===== src/rtl/int_pkg.sv =====
// Shared definitions for the CPU interrupt sequencer: source bit map,
// dispatch FSM states and vector constants.
package int_pkg;

  localparam int INT_VBLANK  = 0;
  localparam int INT_LCDSTAT = 1;
  localparam int INT_TIMER   = 2;
  localparam int INT_SERIAL  = 3;
  localparam int INT_JOYPAD  = 4;
  localparam int NUM_INT     = 5;

  // Encoder result meaning "nothing pending"; also marks a cancelled dispatch.
  localparam logic [2:0]  VEC_NONE         = 3'd5;
  localparam logic [15:0] VEC_BASE_DEFAULT = 16'h0040;

  typedef enum logic [2:0] {
    ST_IDLE,
    ST_W1,
    ST_W2,
    ST_PUSH_HI,
    ST_PUSH_LO,
    ST_JUMP
  } disp_state_e;

  // Vector address for source idx: 8-byte slots above base.
  function automatic logic [15:0] vec_addr(input logic [15:0] base, input logic [2:0] idx);
    return base + {10'd0, idx, 3'd0};
  endfunction

endpackage


===== src/rtl/int_prio_enc.sv =====
// Lowest-set-bit priority encoder over the interrupt sources; VEC_NONE when idle.
module int_prio_enc
  import int_pkg::*;
(
  input  logic [NUM_INT-1:0] req,
  output logic [2:0]         idx
);

  // Scan high to low so the lowest set bit is the last write and wins.
  always_comb begin
    idx = VEC_NONE;
    for (int i = NUM_INT - 1; i >= 0; i--) begin
      if (req[i]) idx = 3'(i);
    end
  end

endmodule


===== src/rtl/interrupt_dispatch.sv =====
// Interrupt sequencer: IME with delayed EI, HALT wake, and the 5-M-cycle
// dispatch (wait, wait, push PC hi, push PC lo + IF clear, jump).
module interrupt_dispatch
  import int_pkg::*;
#(
  parameter logic [15:0] VEC_BASE = VEC_BASE_DEFAULT
) (
  input  logic        I_CLOCK,
  input  logic        I_RESET,
  input  logic        I_MCYCLE_EN,
  input  logic [4:0]  I_IF,
  input  logic [4:0]  I_IE,
  input  logic        I_INSTR_BOUNDARY,
  input  logic        I_EI,
  input  logic        I_DI,
  input  logic        I_RETI,
  input  logic        I_HALTED,
  input  logic [15:0] I_PC,
  output logic        O_BUSY,
  output logic        O_PUSH_WE,
  output logic [7:0]  O_PUSH_DATA,
  output logic        O_PC_LOAD,
  output logic [15:0] O_PC,
  output logic [4:0]  O_IF,
  output logic        O_IF_LOAD,
  output logic        O_IME,
  output logic        O_HALT_WAKE
);

  disp_state_e state_q, state_d;
  logic        ime_q, ei_pend_q;
  logic [2:0]  vec_idx_q;
  logic [4:0]  pending;
  logic [2:0]  pend_idx;
  logic        any_pend, take, vec_valid;

  assign pending = I_IF & I_IE;

  int_prio_enc u_prio (
    .req (pending),
    .idx (pend_idx)
  );

  assign any_pend  = (pend_idx != VEC_NONE);
  assign take      = (state_q == ST_IDLE) & I_INSTR_BOUNDARY & ime_q & any_pend & ~I_DI;
  assign vec_valid = (vec_idx_q < VEC_NONE);

  // Wake ignores IME; gated by reset so every output is low while held.
  assign O_HALT_WAKE = I_RESET & I_HALTED & any_pend;
  assign O_IME       = ime_q;

  always_ff @(posedge I_CLOCK or negedge I_RESET) begin
    if (!I_RESET) begin
      state_q   <= ST_IDLE;
      vec_idx_q <= 3'd0;
    end else if (I_MCYCLE_EN) begin
      state_q <= state_d;
      // Latched once; later IF changes cannot retarget the dispatch.
      if (state_q == ST_PUSH_HI) vec_idx_q <= pend_idx;
    end
  end

  // Later assignments override earlier ones: dispatch entry > DI > RETI > EI.
  always_ff @(posedge I_CLOCK or negedge I_RESET) begin
    if (!I_RESET) begin
      ime_q     <= 1'b0;
      ei_pend_q <= 1'b0;
    end else if (I_MCYCLE_EN) begin
      if (ei_pend_q && I_INSTR_BOUNDARY && !I_EI) begin
        ime_q     <= 1'b1;
        ei_pend_q <= 1'b0;
      end
      if (I_EI && !ime_q) ei_pend_q <= 1'b1;
      if (I_RETI) ime_q <= 1'b1;
      if (I_DI || take) begin
        ime_q     <= 1'b0;
        ei_pend_q <= 1'b0;
      end
    end
  end

  always_comb begin
    state_d     = state_q;
    O_BUSY      = 1'b0;
    O_PUSH_WE   = 1'b0;
    O_PUSH_DATA = 8'h00;
    O_PC_LOAD   = 1'b0;
    O_PC        = 16'h0000;
    O_IF        = 5'h00;
    O_IF_LOAD   = 1'b0;
    case (state_q)
      ST_IDLE: if (take) state_d = ST_W1;
      ST_W1: begin
        O_BUSY  = 1'b1;
        state_d = ST_W2;
      end
      ST_W2: begin
        O_BUSY  = 1'b1;
        state_d = ST_PUSH_HI;
      end
      ST_PUSH_HI: begin
        O_BUSY      = 1'b1;
        O_PUSH_WE   = 1'b1;
        O_PUSH_DATA = I_PC[15:8];
        state_d     = ST_PUSH_LO;
      end
      ST_PUSH_LO: begin
        O_BUSY      = 1'b1;
        O_PUSH_WE   = 1'b1;
        O_PUSH_DATA = I_PC[7:0];
        if (vec_valid) begin
          O_IF_LOAD = 1'b1;
          O_IF      = I_IF & ~(5'd1 << vec_idx_q);
        end
        state_d = ST_JUMP;
      end
      ST_JUMP: begin
        O_BUSY    = 1'b1;
        O_PC_LOAD = 1'b1;
        O_PC      = vec_valid ? vec_addr(VEC_BASE, vec_idx_q) : 16'h0000;
        state_d   = ST_IDLE;
      end
      default: state_d = ST_IDLE;
    endcase
  end

endmodule

===== config.mk =====
export PLATFORM = sky130hd
export DESIGN_NAME = interrupt_dispatch
export DESIGN_NICKNAME = d
export VERILOG_FILES = /design/src/rtl/int_pkg.sv /design/src/rtl/int_prio_enc.sv /design/src/rtl/interrupt_dispatch.sv
export SDC_FILE = /design/constraint.sdc
export NUM_CORES = 1
export LEC_CHECK = 0
export BUFFER_PORTS_ARGS = -buffer_cell sky130_fd_sc_hd__buf_2
export CAP_MARGIN = 20
export CORE_MARGIN = 2
export CORE_UTILIZATION = 38
export DETAILED_ROUTE_END_ITERATION = 10
export HOLD_SLACK_MARGIN = 0.02
export PLACE_DENSITY = 0.78
export REMOVE_ABC_BUFFERS = 1
export SETUP_SLACK_MARGIN = 0.15
export SLEW_MARGIN = 10
export SYNTH_ARGS = -nofsm -noshare
export SYNTH_HDL_FRONTEND = slang
export SYNTH_SLANG_ARGS = --single-unit

===== constraint.sdc =====
create_clock -name I_CLOCK -period 1.5 [get_ports I_CLOCK]
set_clock_uncertainty 0.05 [all_clocks]
set_input_delay 0.15 -clock I_CLOCK [delete_from_list [all_inputs] [get_ports I_CLOCK]]
set_output_delay 0.15 -clock I_CLOCK [all_outputs]
set_load 0.01 [all_outputs]

* Yosys cells after proc, flatten, opt, wreduce, memory -nomap -nowiden
Index checks and enable logic that the tools add are counted.
** Word-level totals
- Output and inout port bits :: 35
- Logic and storage cells :: 62
- Flip-flop bits (word level) :: 8
- Input port bits :: 34
** Operators by class
- Bitwise operators :: 10
- Magnitude comparators :: 1
- Reduce and logical (&&, ||, !) cells :: 15
- $add $sub $neg :: 1
- Muxes and demuxes :: 23
- Equality and inequality tests :: 7
- Shifts and indexed selects :: 1
** Operator list (count)
- 8-bit 2-to-1 mux :: 2
- 8-bit case mux with 2 select lines :: 1
- 3-bit 2-to-1 mux :: 5
- 3-bit case mux with 5 select lines :: 1
- 1-bit 2-to-1 mux :: 12
- 5-bit bitwise AND :: 2
- 5-bit 2-to-1 mux :: 2
- 7-bit by 6-bit adder with 8-bit output (first input constant) :: 1
- 2-bit AND reduction :: 4
- 1-bit bitwise AND :: 6
- 3-bit by 2-bit == test with 1-bit output (second input constant) :: 2
- 3-bit == test (second input constant) :: 2
- 3-bit nonzero test :: 2
- 5-bit inverter :: 1
- 5-bit OR reduction :: 1
- 1-bit by 3-bit << shifter with 5-bit output (first input constant) :: 1
- 3-bit by 1-bit == test with 1-bit output (second input constant) :: 1
- 1-bit logical AND :: 3
- 3-bit zero test :: 1
- 3-bit less-than comparator (second input constant) :: 1
- 3-bit inequality test (second input constant) :: 1
- 1-bit zero test :: 2
- 2-bit inequality test (second input constant) :: 1
- 2-bit OR reduction :: 1
- 2 further kinds :: 2

* Longest topological paths before layout
- Word-level depth :: 12
- Mapped depth :: 6
- Mapped depth without buffers :: 4

* Cells and area by module
Synthesis repeated with hierarchy kept, for this count alone.
** Second synthesis, totals
- Cell total of the unflattened synthesis :: 106
- Area, all modules :: 843.3 um^2
** Modules (own cells, without submodules)
- interrupt_dispatch :: cells each 100, seq. area each 200.2 um^2, area an instance 793.3 um^2, instances 1
- int_prio_enc :: cells each 6, seq. area each 0.0 um^2, area an instance 50.0 um^2, instances 1

* Worst setup path after synthesis
No wires, ideal clock.
- Kind :: register -> output
- Start point :: register state_q[1]
- End point :: output port O_PC[5]
- Slack :: 0.134 ns
- Required time :: 1.300 ns
- Stages on the path, launching flop included :: 4
- Arrival :: 1.166 ns
- Path buffers :: 1
- Path through :: dfrtp_1 buf_4 nand3b_1 nor4b_1
** On the way
- Word-level cells in the longest chain between the ends :: 2
** RTL lines
- from (decl) :: RTL line interrupt_dispatch.sv:30 : disp_state_e state_q, state_d;
- from (signal assigned) :: RTL line interrupt_dispatch.sv:57 : state_q <= state_d;
- 3-bit == test :: RTL line interrupt_dispatch.sv:91 : case (state_q)
- 8-bit 2-to-1 mux :: RTL line interrupt_dispatch.sv:91
- to (decl) :: RTL line interrupt_dispatch.sv:23 : output logic [15:0] O_PC,
Every way passes these cells.

* Worst setup path in the final report
- Start point :: register state_q[1]
- End point :: output port O_PC[3]
Same word-level chain as after synthesis.

==> impl_metrics.toml <==
[global_route]
grt_usage_pct = 19.20
grt_pass1_wl_um = 3788
grt_max_degree = 12
grt_pass1_vias = 862
grt-ovfl-total = 0
antenna_found_initial = 0

[drt]
drc = 0
antenna_left = 0
vias_per_cell = 5.111
wl_um = 2506
dr.pass1.iters = 4
drtIter0Drc = 21
avgRoutedWirePerCell_um = 13.19
num_vias = 971

[placement]
place_area_um2 = 1055
dpl.hpwl_um = 1897
portBuffers = 56
gp_congestion = 0.8197

[setup_path]
slowest_stage = "dfrtp_1"
slowest_delay_ns = 0.42
start_kind = "flip-flop"
crit_arrival_ns = 1.39
end_kind = "output port"
required_ns = 1.30
critical_path_class = "flip-flop to output port"
crit_fanout = 5
path_cells = "nand3b_1 -> buf_4 -> nor3_2 -> buf_2"

[clock_tree]
cts_root_buf = "clkbuf_4"
clk_pin_slew_ns = 0.05
clock_latency_ns = 0.25
cts_inserted_buffers = 3
htreeDepth = 1
cts_tree = "built"
clk_path_buf_depth = 2
cts.sinks = 8

[floorplan]
die_w_um = 50.58
initial_utilization_pct = 41.19
die_h_um = 50.58
die-area_um2 = 2558
std_cell_rows = 16
coreArea_um2 = 2002
pin_count = 69

[sta]
grt_setup_unrepaired = "yes"
fin_crit_ns = 1.588
fin_crit_sh_pct = 105.9
hold_violations = 0
drv_slew = 0
setup_ws_ns = -0.08835
clock.fmax_mhz = 629.6
fin_hold_ws_ns = 0.1421
setup-violations-final = 17

[logic_synthesis]
ys_seq_area_share_pct = 24.28
syn_area_um2 = 824.5
netlist_instances = 101
synth.distinct_cells = 40
ys_ff_latch = 8
yosysWarnings = 0
avgSynthCellArea_um2 = 8.164

[cells_and_area]
fin_area_um2 = 1221
syn_to_final_growth_pct = 48.10
drive_gt1_share_pct = 57.67
diodes = 0
num-nets-final = 199
fillers = 179

[run_status]
outcome = "complete, but fails checks"
violations = "negative setup slack"

[job]
maxCapViolations = 0

[power]
vdd_ir_drop_max_mv = 0.8186
total_power_uw = 1777
power_density_nw_per_um2 = 1455
power.leakage_uw = 0.0006825

[min_path]
hold_class = "primary input to flip-flop"
-- metrics by stage --
| stage | setup slack, ns | TNS (ns) | cells | util (%) |
|---|---|---|---|---|
| after CTS | -0.08376 | -0.5647 | 190 | 59.56 |
| after detailed placement | 0.09403 | 0 | 178 | 52.69 |
| after floorplan | 0.1794 | 0 | 91 | - |
| after global placement | 0.1393 | 0 | 178 | 52.69 |
| final | -0.08835 | -0.9555 | 190 | 61.00 |
| after global routing | -0.1524 | -2.109 | 190 | 61.00 |
-- area by class of cell --
cell class / instances / area, um2 / share of cell area [%]
multi-input combinational: 79 / 554.3 / 45.39
sequential: 8 / 205.2 / 16.80
clock buffer: 3 / 22.52 / 1.844
timing repair buffer: 69 / 390.4 / 31.97
inverter: 4 / 15.01 / 1.230
tap: 27 / 33.78 / 2.766
-- where the power goes --
part           internal (uW)  leakage (uW)  total, uW  switching (uW)
Clock                   91.3     0.0000138        160            68.6
Combinational            601      0.000572       1170             565
Sequential               310     0.0000962        452             141
-- kinds of logic (layout without fill, tap and decap cells) --
logic type / count (synthesis) / in the layout / synth area share, %
buffers and inverters: 25 / 76 / 20.64
adder cells (fa/ha/maj): 1 / 1 / 1.214
other: 1 / 12 / 0.4548
AND/OR/NAND/NOR: 34 / 34 / 22.61
flip-flops: 8 / 8 / 24.28
AO/OA/AOI/OAI: 31 / 31 / 29.59
multiplexers: 1 / 1 / 1.214
-- critical path: cells and delay by family (launching register included) --
kind | cells | cell delay, ns
and+or+nand+nor | 2 | 0.37
buffers and inverters | 2 | 0.35
DFF | 1 | 0.42
-- metal layers --
layer,GRT usage (%),vias to the layer above,part of all wire [%]
li1,-,462,-
met1,20.99,437,40
met2,35.96,70,50
met3,4.167,2,9.7
met4,6.757,0,0.48
met5,0,-,0
-- path summary, 6_finish.rpt --
| kind | start | endpoint | slack, ns | cells past startpoint |
|---|---|---|---|---|
| setup / recovery | state_q[1] | O_PC[3] | -0.09 | 4 |
| hold reg to reg | ei_pend_q | ei_pend_q | 0.49 | 2 |
| setup reg to reg | state_q[2] | vec_idx_q[0] | 0.06 | 5 |
| min in group asynchronous | I_RESET | ei_pend_q | 0.31 | 2 |
| hold / removal | I_DI | state_q[0] | 0.14 | 3 |
| max in group asynchronous | I_RESET | vec_idx_q[0] | 0.80 | 2 |
-- layout by cell type, fill, tap and decap left out, types with 2 or more instances in the layout --
cell | synthesis | routed
a21oi_1 | 2 | 2
o21ai_0 | 8 | 8
dfrtp_1 | 8 | 4
nand2_1 | 12 | 10
a22o_1 | 8 | 8
nor2_2 | 0 | 2
conb_1 | 1 | 12
and3_1 | 2 | 2
inv_1 | 4 | 4
buf_4 | 13 | 11
buf_2 | 2 | 55
nor2_1 | 5 | 3
dfrtp_2 | 0 | 4
nand2_2 | 0 | 2
buf_6 | 2 | 2
clkbuf_4 | 0 | 3
nand3b_1 | 2 | 2
a22oi_2 | 1 | 2
-- flip-flops by register name, summed over array words and instances, names as in the netlist --
name and count:
O_IME 1, ei_pend_q 1, state_q 3, vec_idx_q 3
-- repair_timing --
action / in CTS / in global routing
endpoints found under the setup margin: 24 / 27
setup buffers: 8 / 0
pin swaps: 4 / 8
hold endpoints to repair: 8 / 0
resized for setup: 15 / 7
hold buffers: 1 / 0
-- cells in the mapped netlist --
master	instances	share of area, %
dfrtp_1	8	24
nand3_1	1	0.61
a32oi_1	1	1.1
o21ai_0	8	4.9
nand2b_1	1	0.76
a22oi_1	2	1.8
maj3_1	1	1.2
clkbuf_8	1	1.7
o311a_1	1	1.2
nand2_4	1	1.4
a21o_1	1	0.91
conb_1	1	0.45
nand4b_1	1	1.1
a211oi_1	1	0.91
or2b_1	1	0.91
a32o_1	1	1.2
or2_2	1	0.76
clkbuf_1	3	1.4
a21oi_1	2	1.2
a41o_1	1	1.2
a221oi_2	1	1.8
nor3b_1	2	1.8
nand3b_1	2	1.8
buf_4	13	12
a22o_1	8	8.5
nor2_1	5	2.3
o22ai_2	1	1.5
and2_2	1	0.91
mux2i_1	1	1.2
o21a_1	1	0.91
buf_2	2	1.2
inv_1	4	1.8
and3_1	2	1.5
buf_6	2	2.7
a22oi_2	1	1.5
a21boi_0	1	0.91
nor4b_1	1	1.1
and3b_1	1	1.1
nand2_1	12	5.5
nor3_1	2	1.2
No activity file was read; power rests on OpenSTA's default activity.
